<file path="src/rtl/axi_lite_pkg.sv">
// rtl/axi_lite_pkg.sv - shared AXI4-Lite response codes
package axi_lite_pkg;

  typedef logic [1:0] axi_resp_t;

  localparam axi_resp_t RESP_OKAY   = 2'b00;
  localparam axi_resp_t RESP_SLVERR = 2'b10;

endpackage

</file>
<file path="src/rtl/axil_regfile_core.sv">
// rtl/axil_regfile_core.sv - register storage, byte-strobe update, RO status mux and write pulses
module axil_regfile_core
  import axi_lite_pkg::*;
#(
  parameter int                   DATA_W    = 32,
  parameter int                   ADDR_W    = 4,
  parameter int                   NUM_REGS  = 4,
  parameter logic [NUM_REGS-1:0]  RO_MASK   = '0,
  parameter logic [DATA_W-1:0]    RESET_VAL = '0
) (
  input  logic                         clk,
  input  logic                         rst_n,
  input  logic                         i_wr_en,
  input  logic [ADDR_W-1:0]            i_wr_addr,
  input  logic [DATA_W-1:0]            i_wr_data,
  input  logic [DATA_W/8-1:0]          i_wr_strb,
  output axi_resp_t                    o_wr_resp,
  input  logic [ADDR_W-1:0]            i_rd_addr,
  output logic [DATA_W-1:0]            o_rd_data,
  output axi_resp_t                    o_rd_resp,
  input  logic [NUM_REGS*DATA_W-1:0]   i_status,
  output logic [NUM_REGS*DATA_W-1:0]   o_reg_q,
  output logic [NUM_REGS-1:0]          o_wr_pulse
);

  localparam int STRB_W = DATA_W / 8;
  localparam int LSB    = $clog2(STRB_W);

  logic [DATA_W-1:0]   r_regs [NUM_REGS];
  logic [NUM_REGS-1:0] r_wr_pulse;

  logic [ADDR_W-1:0]   w_wr_word;
  logic [ADDR_W-1:0]   w_rd_word;
  logic [NUM_REGS-1:0] w_wr_hit;
  logic [NUM_REGS-1:0] w_rd_hit;
  logic [NUM_REGS-1:0] w_wr_ok;
  logic                w_any_strb;
  logic                w_unused_status;

  assign w_wr_word  = i_wr_addr >> LSB;
  assign w_rd_word  = i_rd_addr >> LSB;
  assign w_any_strb = |i_wr_strb;

  always_comb begin
    w_wr_hit = '0;
    w_rd_hit = '0;
    for (int i = 0; i < NUM_REGS; i++) begin
      w_wr_hit[i] = (w_wr_word == ADDR_W'(i));
      w_rd_hit[i] = (w_rd_word == ADDR_W'(i));
    end
  end

  // Only in-range RW targets accept writes; everything else answers SLVERR.
  assign w_wr_ok   = w_wr_hit & ~RO_MASK;
  assign o_wr_resp = (|w_wr_ok) ? RESP_OKAY : RESP_SLVERR;

  always_ff @(posedge clk or negedge rst_n) begin
    if (!rst_n) begin
      for (int i = 0; i < NUM_REGS; i++) begin
        r_regs[i] <= RESET_VAL;
      end
      r_wr_pulse <= '0;
    end else begin
      for (int i = 0; i < NUM_REGS; i++) begin
        r_wr_pulse[i] <= i_wr_en && w_wr_ok[i] && w_any_strb;
        if (i_wr_en && w_wr_ok[i]) begin
          for (int b = 0; b < STRB_W; b++) begin
            if (i_wr_strb[b]) begin
              r_regs[i][b*8 +: 8] <= i_wr_data[b*8 +: 8];
            end
          end
        end
      end
    end
  end

  always_comb begin
    o_rd_data = '0;
    o_rd_resp = RESP_SLVERR;
    for (int i = 0; i < NUM_REGS; i++) begin
      if (w_rd_hit[i]) begin
        o_rd_resp = RESP_OKAY;
        o_rd_data = RO_MASK[i] ? i_status[i*DATA_W +: DATA_W] : r_regs[i];
      end
    end
  end

  always_comb begin
    o_reg_q = '0;
    for (int i = 0; i < NUM_REGS; i++) begin
      o_reg_q[i*DATA_W +: DATA_W] = RO_MASK[i] ? '0 : r_regs[i];
    end
  end

  assign o_wr_pulse      = r_wr_pulse;
  // Status slices of RW registers are intentionally ignored.
  assign w_unused_status = ^{1'b0, i_status};

endmodule

</file>
<file path="src/rtl/axil_regfile.sv">
// rtl/axil_regfile.sv - AXI4-Lite slave front end: AW/W hold, B and R channel handshakes
module axil_regfile
  import axi_lite_pkg::*;
#(
  parameter int                   DATA_W    = 32,
  parameter int                   ADDR_W    = 4,
  parameter int                   NUM_REGS  = 4,
  parameter logic [NUM_REGS-1:0]  RO_MASK   = '0,
  parameter logic [DATA_W-1:0]    RESET_VAL = '0
) (
  input  logic                        s_axi_aclk,
  input  logic                        s_axi_aresetn,
  input  logic [ADDR_W-1:0]           s_axi_awaddr,
  input  logic                        s_axi_awvalid,
  output logic                        s_axi_awready,
  input  logic [DATA_W-1:0]           s_axi_wdata,
  input  logic [DATA_W/8-1:0]         s_axi_wstrb,
  input  logic                        s_axi_wvalid,
  output logic                        s_axi_wready,
  output logic [1:0]                  s_axi_bresp,
  output logic                        s_axi_bvalid,
  input  logic                        s_axi_bready,
  input  logic [ADDR_W-1:0]           s_axi_araddr,
  input  logic                        s_axi_arvalid,
  output logic                        s_axi_arready,
  output logic [DATA_W-1:0]           s_axi_rdata,
  output logic [1:0]                  s_axi_rresp,
  output logic                        s_axi_rvalid,
  input  logic                        s_axi_rready,
  input  logic [NUM_REGS*DATA_W-1:0]  status_i,
  output logic [NUM_REGS*DATA_W-1:0]  reg_q,
  output logic [NUM_REGS-1:0]         wr_pulse
);

  localparam int STRB_W = DATA_W / 8;

  logic               r_ready_en;
  logic               r_aw_held;
  logic               r_w_held;
  logic [ADDR_W-1:0]  r_awaddr;
  logic [DATA_W-1:0]  r_wdata;
  logic [STRB_W-1:0]  r_wstrb;
  logic               r_bvalid;
  axi_resp_t          r_bresp;
  logic               r_rvalid;
  axi_resp_t          r_rresp;
  logic [DATA_W-1:0]  r_rdata;

  logic               w_aw_hs;
  logic               w_w_hs;
  logic               w_ar_hs;
  logic               w_commit;
  logic [ADDR_W-1:0]  w_wr_addr;
  logic [DATA_W-1:0]  w_wr_data;
  logic [STRB_W-1:0]  w_wr_strb;
  axi_resp_t          w_wr_resp;
  logic [DATA_W-1:0]  w_rd_data;
  axi_resp_t          w_rd_resp;

  // r_ready_en keeps every ready low until the first edge after reset release.
  assign s_axi_awready = r_ready_en && !r_aw_held && !r_bvalid;
  assign s_axi_wready  = r_ready_en && !r_w_held && !r_bvalid;
  assign s_axi_arready = r_ready_en && !r_rvalid;

  assign w_aw_hs  = s_axi_awvalid && s_axi_awready;
  assign w_w_hs   = s_axi_wvalid && s_axi_wready;
  assign w_ar_hs  = s_axi_arvalid && s_axi_arready;
  assign w_commit = (r_aw_held || w_aw_hs) && (r_w_held || w_w_hs);

  assign w_wr_addr = r_aw_held ? r_awaddr : s_axi_awaddr;
  assign w_wr_data = r_w_held  ? r_wdata  : s_axi_wdata;
  assign w_wr_strb = r_w_held  ? r_wstrb  : s_axi_wstrb;

  axil_regfile_core #(
    .DATA_W    (DATA_W),
    .ADDR_W    (ADDR_W),
    .NUM_REGS  (NUM_REGS),
    .RO_MASK   (RO_MASK),
    .RESET_VAL (RESET_VAL)
  ) u_core (
    .clk        (s_axi_aclk),
    .rst_n      (s_axi_aresetn),
    .i_wr_en    (w_commit),
    .i_wr_addr  (w_wr_addr),
    .i_wr_data  (w_wr_data),
    .i_wr_strb  (w_wr_strb),
    .o_wr_resp  (w_wr_resp),
    .i_rd_addr  (s_axi_araddr),
    .o_rd_data  (w_rd_data),
    .o_rd_resp  (w_rd_resp),
    .i_status   (status_i),
    .o_reg_q    (reg_q),
    .o_wr_pulse (wr_pulse)
  );

  always_ff @(posedge s_axi_aclk or negedge s_axi_aresetn) begin
    if (!s_axi_aresetn) begin
      r_ready_en <= 1'b0;
      r_aw_held  <= 1'b0;
      r_w_held   <= 1'b0;
      r_awaddr   <= '0;
      r_wdata    <= '0;
      r_wstrb    <= '0;
      r_bvalid   <= 1'b0;
      r_bresp    <= RESP_OKAY;
    end else begin
      r_ready_en <= 1'b1;
      if (w_commit) begin
        r_aw_held <= 1'b0;
        r_w_held  <= 1'b0;
        r_bvalid  <= 1'b1;
        r_bresp   <= w_wr_resp;
      end else begin
        if (w_aw_hs) begin
          r_aw_held <= 1'b1;
          r_awaddr  <= s_axi_awaddr;
        end
        if (w_w_hs) begin
          r_w_held <= 1'b1;
          r_wdata  <= s_axi_wdata;
          r_wstrb  <= s_axi_wstrb;
        end
        if (r_bvalid && s_axi_bready) begin
          r_bvalid <= 1'b0;
        end
      end
    end
  end

  always_ff @(posedge s_axi_aclk or negedge s_axi_aresetn) begin
    if (!s_axi_aresetn) begin
      r_rvalid <= 1'b0;
      r_rdata  <= '0;
      r_rresp  <= RESP_OKAY;
    end else if (w_ar_hs) begin
      r_rvalid <= 1'b1;
      r_rdata  <= w_rd_data;
      r_rresp  <= w_rd_resp;
    end else if (r_rvalid && s_axi_rready) begin
      r_rvalid <= 1'b0;
    end
  end

  assign s_axi_bvalid = r_bvalid;
  assign s_axi_bresp  = r_bresp;
  assign s_axi_rvalid = r_rvalid;
  assign s_axi_rdata  = r_rdata;
  assign s_axi_rresp  = r_rresp;

endmodule

</file>
<file path="config.mk">
export PLATFORM = sky130hd
export DESIGN_NAME = axil_regfile
export DESIGN_NICKNAME = d
export VERILOG_FILES = /design/src/rtl/axi_lite_pkg.sv /design/src/rtl/axil_regfile_core.sv /design/src/rtl/axil_regfile.sv
export SDC_FILE = /design/constraint.sdc
export NUM_CORES = 1
export LEC_CHECK = 0
export BUFFER_PORTS_ARGS = -buffer_cell sky130_fd_sc_hd__buf_2
export CELL_PAD_IN_SITES_DETAIL_PLACEMENT = 2
export CELL_PAD_IN_SITES_GLOBAL_PLACEMENT = 2
export CORE_ASPECT_RATIO = 0.75
export CORE_UTILIZATION = 29
export CTS_CLUSTER_SIZE = 14
export DETAILED_ROUTE_END_ITERATION = 10
export HOLD_SLACK_MARGIN = 0.06
export PLACE_DENSITY = 0.73
export SLEW_MARGIN = 30
export SYNTH_ARGS = -nofsm -noshare
export SYNTH_HDL_FRONTEND = slang
export SYNTH_SLANG_ARGS = --single-unit
</file>
<file path="constraint.sdc">
create_clock -name s_axi_aclk -period 1.8 [get_ports s_axi_aclk]
set_clock_uncertainty 0.2 [all_clocks]
set_input_delay 0.27 -clock s_axi_aclk [delete_from_list [all_inputs] [get_ports s_axi_aclk]]
set_output_delay 0.27 -clock s_axi_aclk [all_outputs]
set_load 0.01 [all_outputs]
</file>
==> flow_metrics.py, run 1 <==
metrics = {
    "final_layout": {
        "design_area_sq_um": 13100,
        "drive_gt1_share_pct": 68.5,
        "nFillCells": 3003,
        "final_nets": 1075,
        "most-common-layout-cells": "buf_2, dfrtp_1, mux2_2",
        "areaGrowthSynthToFinish_pct": 45.0,
        "final_common_cell": "buf_2",
    },
    "timing": {
        "drv_slew": 0,
        "max_freq_mhz": 489,
        "finalCritPeriodShare_pct": 114,
        "setup_violations": 203,
        "hold_viol": 0,
        "fin_ws_ns": -0.246,
        "fin_crit_ns": 2.05,
        "setup_tns_ns": -31.74,
        "rsz0062_at_grt": "yes",
    },
    "worst_hold_path": {
        "min_to": "u_core.o_wr_pulse[0]$_DFF_PN0_",
        "min-delay-start": "s_axi_awaddr[3]",
        "holdPathStages": 4,
        "hp-class": "in -> reg",
    },
    "die": {
        "fp-row-count": 55,
        "boundaryPins": 352,
        "core_area_sq_um": 30400,
        "die_w_um": 206,
        "dieArea_sq_um": 32000,
        "start_util_pct": 29.8,
        "die_h_um": 155,
    },
    "run_status": {
        "violations": "negative setup slack",
        "status": "finished, violations left",
    },
    "critical_path": {
        "cp.required_ns": 2.00,
        "crit_path_start_kind": "flop",
        "critPathMaxStageDelay_ns": 0.40,
        "slowest_stage": "dfrtp_1",
        "r2r-end": "u_core.o_reg_q[68]$_DFFE_PN0P_",
        "critPathMaxFanout": 7,
        "reg2reg_depth": 7,
        "critPathCaptureType": "flop",
        "crit_chain": "nand3b_1 -> a22oi_2 -> buf_4 -> clkbuf_16 -> nand3_4 -> buf_12 -> mux2_2",
        "r2r_slack_ns": -0.25,
        "path_class": "reg -> reg",
        "arrival_ns": 2.24,
        "r2r_start": "s_axi_bvalid$_DFFE_PN0P_",
    },
    "pwr": {
        "switchingPower_uw": 7900,
        "combPwrFrac_pct": 40.0,
        "static-leakage-power_uw": 0.00624,
        "swShare_pct": 34.4,
        "ir_drop_uv": 708,
        "p_clk_share_pct": 21.5,
        "power_density_nw_per_um2": 1750,
        "p_int_uw": 15100,
        "sequentialPowerShare_pct": 38.4,
    },
    "placement": {
        "place_ws_ns": -0.372,
        "dpl.hpwl_um": 19700,
        "placed_area_sq_um": 11300,
        "finalWeightedCongestion": 0.753,
        "portBuffers": 217,
    },
    "clock_tree": {
        "cts_root_buf": "clkbuf_16",
        "cts_made_buffers": 24,
        "clk_latency_ns": 0.52,
        "tritoncts": "yes",
        "clock_path_buffers": 3,
        "cts.sinks": 209,
        "h-tree-depth": 1,
        "path_clk_slew_ns": 0.06,
    },
    "synthesis": {
        "ys_seq_area_share_pct": 57.7,
        "syn_avg_cell_area_sq_um": 16.4,
        "syn_inst": 554,
        "synth-seq-cells": 209,
        "ys_types": 28,
        "syn_area_sq_um": 9060,
        "synth_warnings": 0,
    },
    "detailed_routing": {
        "vias": 6367,
        "routed_wl_um": 30700,
        "vias_per_cell": 4.85,
        "firstDrtPassIters": 4,
        "drc": 0,
        "avgRoutedWirePerCell_um": 23.4,
        "first_iter_violations": 241,
        "ant_nets": 0,
    },
    "global_route": {
        "antenna_found_initial": 2,
        "grt_pass1_vias": 7056,
        "grt-ovfl-total": 0,
        "grt_first_pass_wirelength_um": 45500,
        "grt_usage_pct": 19.0,
        "grt_max_degree": 50,
    },
    "flow_run": {
        "drv_cap": 0,
    },
}
[cell type report]
class | instances | area (sq um) | area share, %
inverter | 6 | 22.5 | 0.171
timing repair buffer | 337 | 2550 | 19.4
clock inverter | 8 | 95.1 | 0.724
clock buffer | 34 | 699 | 5.33
antenna | 2 | 5.00 | 0.0381
tap | 399 | 499 | 3.80
sequential | 209 | 5230 | 39.8
multi-input combinational | 318 | 4030 | 30.7
[worst max path at each step]
| stage | from | endpoint | slack (ns) | cells past startpoint |
|---|---|---|---|---|
| 2_1_floorplan | r_aw_held$_DFFE_PN0P_ | u_core.o_reg_q[40]$_DFFE_PN0P_ | -0.11 | 4 |
| 4_1_cts | s_axi_bvalid$_DFFE_PN0P_ | u_core.o_reg_q[62]$_DFFE_PN0P_ | -0.26 | 6 |
| 6_report | s_axi_bvalid$_DFFE_PN0P_ | u_core.o_reg_q[68]$_DFFE_PN0P_ | -0.25 | 7 |
| 3_3_place_gp | r_w_held$_DFFE_PN0P_ | u_core.o_reg_q[33]$_DFFE_PN0P_ | -0.32 | 6 |
| 5_1_grt | s_axi_bvalid$_DFFE_PN0P_ | u_core.o_reg_q[52]$_DFFE_PN0P_ | -0.35 | 6 |
| 3_5_place_dp | r_w_held$_DFFE_PN0P_ | u_core.o_reg_q[72]$_DFFE_PN0P_ | -0.37 | 6 |
[flip-flops by register name (all words and copies together) (netlist names)]
signal / cells
r_ready_en: 1
s_axi_bvalid: 1
s_axi_rdata: 32
r_awaddr: 2
r_wdata: 32
u_core.o_wr_pulse: 4
s_axi_bresp: 1
r_aw_held: 1
u_core.o_reg_q: 128
s_axi_rvalid: 1
r_wstrb: 4
r_w_held: 1
s_axi_rresp: 1
[layer usage]
metal / routed length, um / global-route usage (%) / vias up / part of all wire, %
met4: 468 / 3.33 / 0 / 1.5
met5: 0 / 0 / - / 0
met3: 1380 / 3.25 / 27 / 4.5
met1: 14200 / 26.5 / 3396 / 46
li1: - / - / 2767 / -
met2: 14700 / 31.3 / 177 / 48
[cells in the mapped netlist, drive strengths merged]
| library cell | count | area share [%] |
|---|---|---|
| mux2 | 233 | 29 |
| dfrtp | 209 | 58 |
| mux4 | 32 | 8.0 |
| nand3 | 16 | 1.3 |
| buf | 15 | 0.86 |
| clkbuf | 7 | 0.29 |
| inv | 6 | 0.25 |
| nor2b | 6 | 0.41 |
| nand3b | 4 | 0.33 |
| nand2 | 3 | 0.12 |
| nand2b | 3 | 0.21 |
| nor2 | 3 | 0.12 |
| a21oi | 2 | 0.11 |
| conb | 2 | 0.083 |
| nor3 | 2 | 0.11 |
| o22ai | 2 | 0.28 |
| o32ai | 2 | 0.36 |
| a21o | 1 | 0.083 |
| a22oi | 1 | 0.083 |
| and2 | 1 | 0.069 |
| and3 | 1 | 0.069 |
| mux2i | 1 | 0.11 |
| o21ai | 1 | 0.055 |
| o31ai | 1 | 0.083 |
[kinds of logic after synthesis]
logic type,share of synthesized area (%)
flip-flops,57.7
AO/OA/AOI/OAI,1.05
multiplexers,37.0
AND/OR/NAND/NOR,2.72
other,0.0829
buffers and inverters,1.39
[power by group through the flow]
stage / Clock, uW / Sequential [uW] / Combinational [uW]
6_report: 4950 / 8820 / 9200
5_1_grt: 5290 / 9120 / 9910
4_1_cts: 5090 / 8760 / 8930
3_5_place_dp: 0 / 8800 / 8300
3_3_place_gp: 0 / 8630 / 7980
2_1_floorplan: 0 / 9100 / 4050
[repair_timing]
item | 4_1_cts | 5_1_grt
hold endpoints to repair | 378 | 0
pin swaps | 7 | 4
setup endpoints to repair | 179 | 182
cloned | 6 | 1
gates resized for setup | 41 | 30
setup buffers | 10 | 6
hold buffers | 43 | 0
[worst max-delay path: cells and delay by family, from the launching register on]
| family | cells | cell delay, ns |
|---|---|---|
| AOI/OAI and AO/OA | 1 | 0.25 |
| buffers and inverters | 3 | 0.51 |
| DFF | 1 | 0.40 |
| muxes | 1 | 0.29 |
| and+or+nand+nor | 2 | 0.30 |
[per-stage QoR]
| step | hold WS, ns | utilization (%) | total power (uW) | cells |
|---|---|---|---|---|
| after global placement | 0.0346 | 37.2 | 16600 | 1204 |
| after global routing | 0.0945 | 43.2 | 24300 | 1313 |
| after CTS | 0.0635 | 42.6 | 22800 | 1304 |
| final | 0.0996 | 43.2 | 23000 | 1313 |
| after detailed placement | 0.0357 | 37.2 | 17100 | 1204 |
| after floorplan | -0.226 | - | 13100 | 555 |
Note: power is estimated with default switching activity, not from simulation.
==> inputs of run 2 (changes only) <==
SKIP_CTS_REPAIR_TIMING = 1   (was not set)
==> run 2 against run 1 <==
Compared with the run above: the flow still finishes with violations (negative setup slack); first-iteration DRC count fell by 7.9%; largest cell class unchanged; register-to-register slack barely moved; die area did not move; fmax fell by 0.13%.
==> flow_metrics.py, run 2 (synthesis gave the netlist of run 1 again) <==
metrics = {
    "global_route": {
        "grt_pass1_vias": 6710,
        "grt_usage_pct": 17.6,
        "grt-ovfl-total": 0,
        "grt_first_pass_wirelength_um": 42400,
        "grt_max_degree": 50,
        "antenna_found_initial": 1,
    },
    "clock_tree": {
        "tritoncts": "yes",
        "h-tree-depth": 1,
        "clk_latency_ns": 0.51,
        "cts_made_buffers": 24,
        "cts.sinks": 209,
        "path_clk_slew_ns": 0.06,
        "clock_path_buffers": 3,
        "cts_root_buf": "clkbuf_16",
    },
    "critical_path": {
        "r2r_slack_ns": -0.25,
        "critPathCaptureType": "flop",
        "r2r_start": "s_axi_bvalid$_DFFE_PN0P_",
        "arrival_ns": 2.24,
        "path_class": "reg -> reg",
        "critPathMaxFanout": 8,
        "cp.required_ns": 1.99,
        "crit_path_start_kind": "flop",
        "cp-startpoint": "s_axi_bvalid$_DFFE_PN0P_",
    },
    "pwr": {
        "ir_drop_uv": 707,
        "swShare_pct": 34.4,
        "power_density_nw_per_um2": 1740,
        "combPwrFrac_pct": 38.7,
        "static-leakage-power_uw": 0.00600,
        "switchingPower_uw": 7710,
        "p_clk_share_pct": 22.1,
        "sequentialPowerShare_pct": 39.1,
        "p_int_uw": 14700,
    },
    "worst_hold_path": {
        "hp-class": "in -> async",
    },
    "die": {
        "die_w_um": 206,
        "fp-row-count": 55,
        "boundaryPins": 352,
        "core_area_sq_um": 30400,
        "start_util_pct": 29.8,
        "die_h_um": 155,
        "dieArea_sq_um": 32000,
    },
    "detailed_routing": {
        "avgRoutedWirePerCell_um": 23.0,
        "drc": 0,
        "ant_nets": 0,
        "vias": 6306,
        "first_iter_violations": 222,
        "routed_wl_um": 29900,
        "firstDrtPassIters": 4,
        "vias_per_cell": 4.84,
    },
    "timing": {
        "max_freq_mhz": 488,
        "rsz0062_at_grt": "yes",
        "finalCritPeriodShare_pct": 114,
        "setup_violations": 163,
        "fin_ws_ns": -0.249,
        "fin_crit_ns": 2.05,
        "drv_slew": 0,
        "hold_viol": 0,
    },
    "final_layout": {
        "drive_gt1_share_pct": 68.1,
        "areaGrowthSynthToFinish_pct": 41.7,
        "largest_reg_flops": 128,
        "final_nets": 1066,
        "finalNonFillerCells": 1303,
        "most-common-layout-cells": "mux2_2, buf_2, dfrtp_1",
        "post-route-util_pct": 42.2,
        "final_common_cell": "mux2_2",
    },
    "placement": {
        "dpl.hpwl_um": 19700,
        "portBuffers": 217,
        "dp.cells": 1204,
        "finalWeightedCongestion": 0.753,
        "place_ws_ns": -0.372,
    },
    "run_status": {
        "status": "finished, violations left",
        "violations": "negative setup slack",
    },
    "flow_run": {
        "drv_cap": 0,
    },
}
run 2: power by group through the flow:
stage	sequential, uW	clock, uW	combinational (uW)
after global routing	9080	5290	9370
after detailed placement	8800	0	8300
after floorplan	9100	0	4050
after global placement	8630	0	7980
after CTS	8780	5090	8370
final	8760	4950	8670
run 2: cell type report:
type,count,area (sq um)
tap,399,499
timing repair buffer,328,2390
clock buffer,34,699
inverter,6,22.5
clock inverter,8,95.1
sequential,209,5230
antenna,1,2.50
multi-input combinational,318,3890
fill,3029,17600
run 2: final timing paths:
check,endpoint,cells past startpoint
setup / recovery,u_core.o_reg_q[117]$_DFFE_PN0P_,6
hold / removal,s_axi_rdata[20]$_DFFE_PN0P_,2
setup reg to reg,u_core.o_reg_q[117]$_DFFE_PN0P_,6
hold reg to reg,r_wdata[14]$_DFFE_PN0P_,1
max in group asynchronous,u_core.o_reg_q[125]$_DFFE_PN0P_,3
min in group s_axi_aclk,r_w_held$_DFFE_PN0P_,5
run 2: worst max-delay path: stages (launching register included):
cell and delay [ns]:
dfrtp_1 0.40, nand3b_1 0.21, a22oi_2 0.26, buf_6 0.16
clkbuf_16 0.17, nand3_4 0.19, mux2_2 0.34
run 2: routing by layer:
layer | vias to the layer above | global-route usage [%] | part of all wire, %
met5 | - | 0 | 0
li1 | 2738 | - | -
met2 | 179 | 28.4 | 47
met3 | 33 | 4.08 | 4.6
met4 | 0 | 3.22 | 2.1
met1 | 3356 | 24.4 | 47
run 2: through the flow:
step / setup TNS, ns / hold WS (ns) / total power, uW / area, sq um
final: -31.61 / 0.0580 / 22400 / 12800
after global routing: -45.19 / 0.0714 / 23700 / 12800
after CTS: -49.80 / -0.513 / 22200 / 12100
after detailed placement: -46.02 / 0.0357 / 17100 / 11300
after global placement: -37.37 / 0.0346 / 16600 / 11300
after floorplan: -8.18 / -0.226 / 13100 / 9200
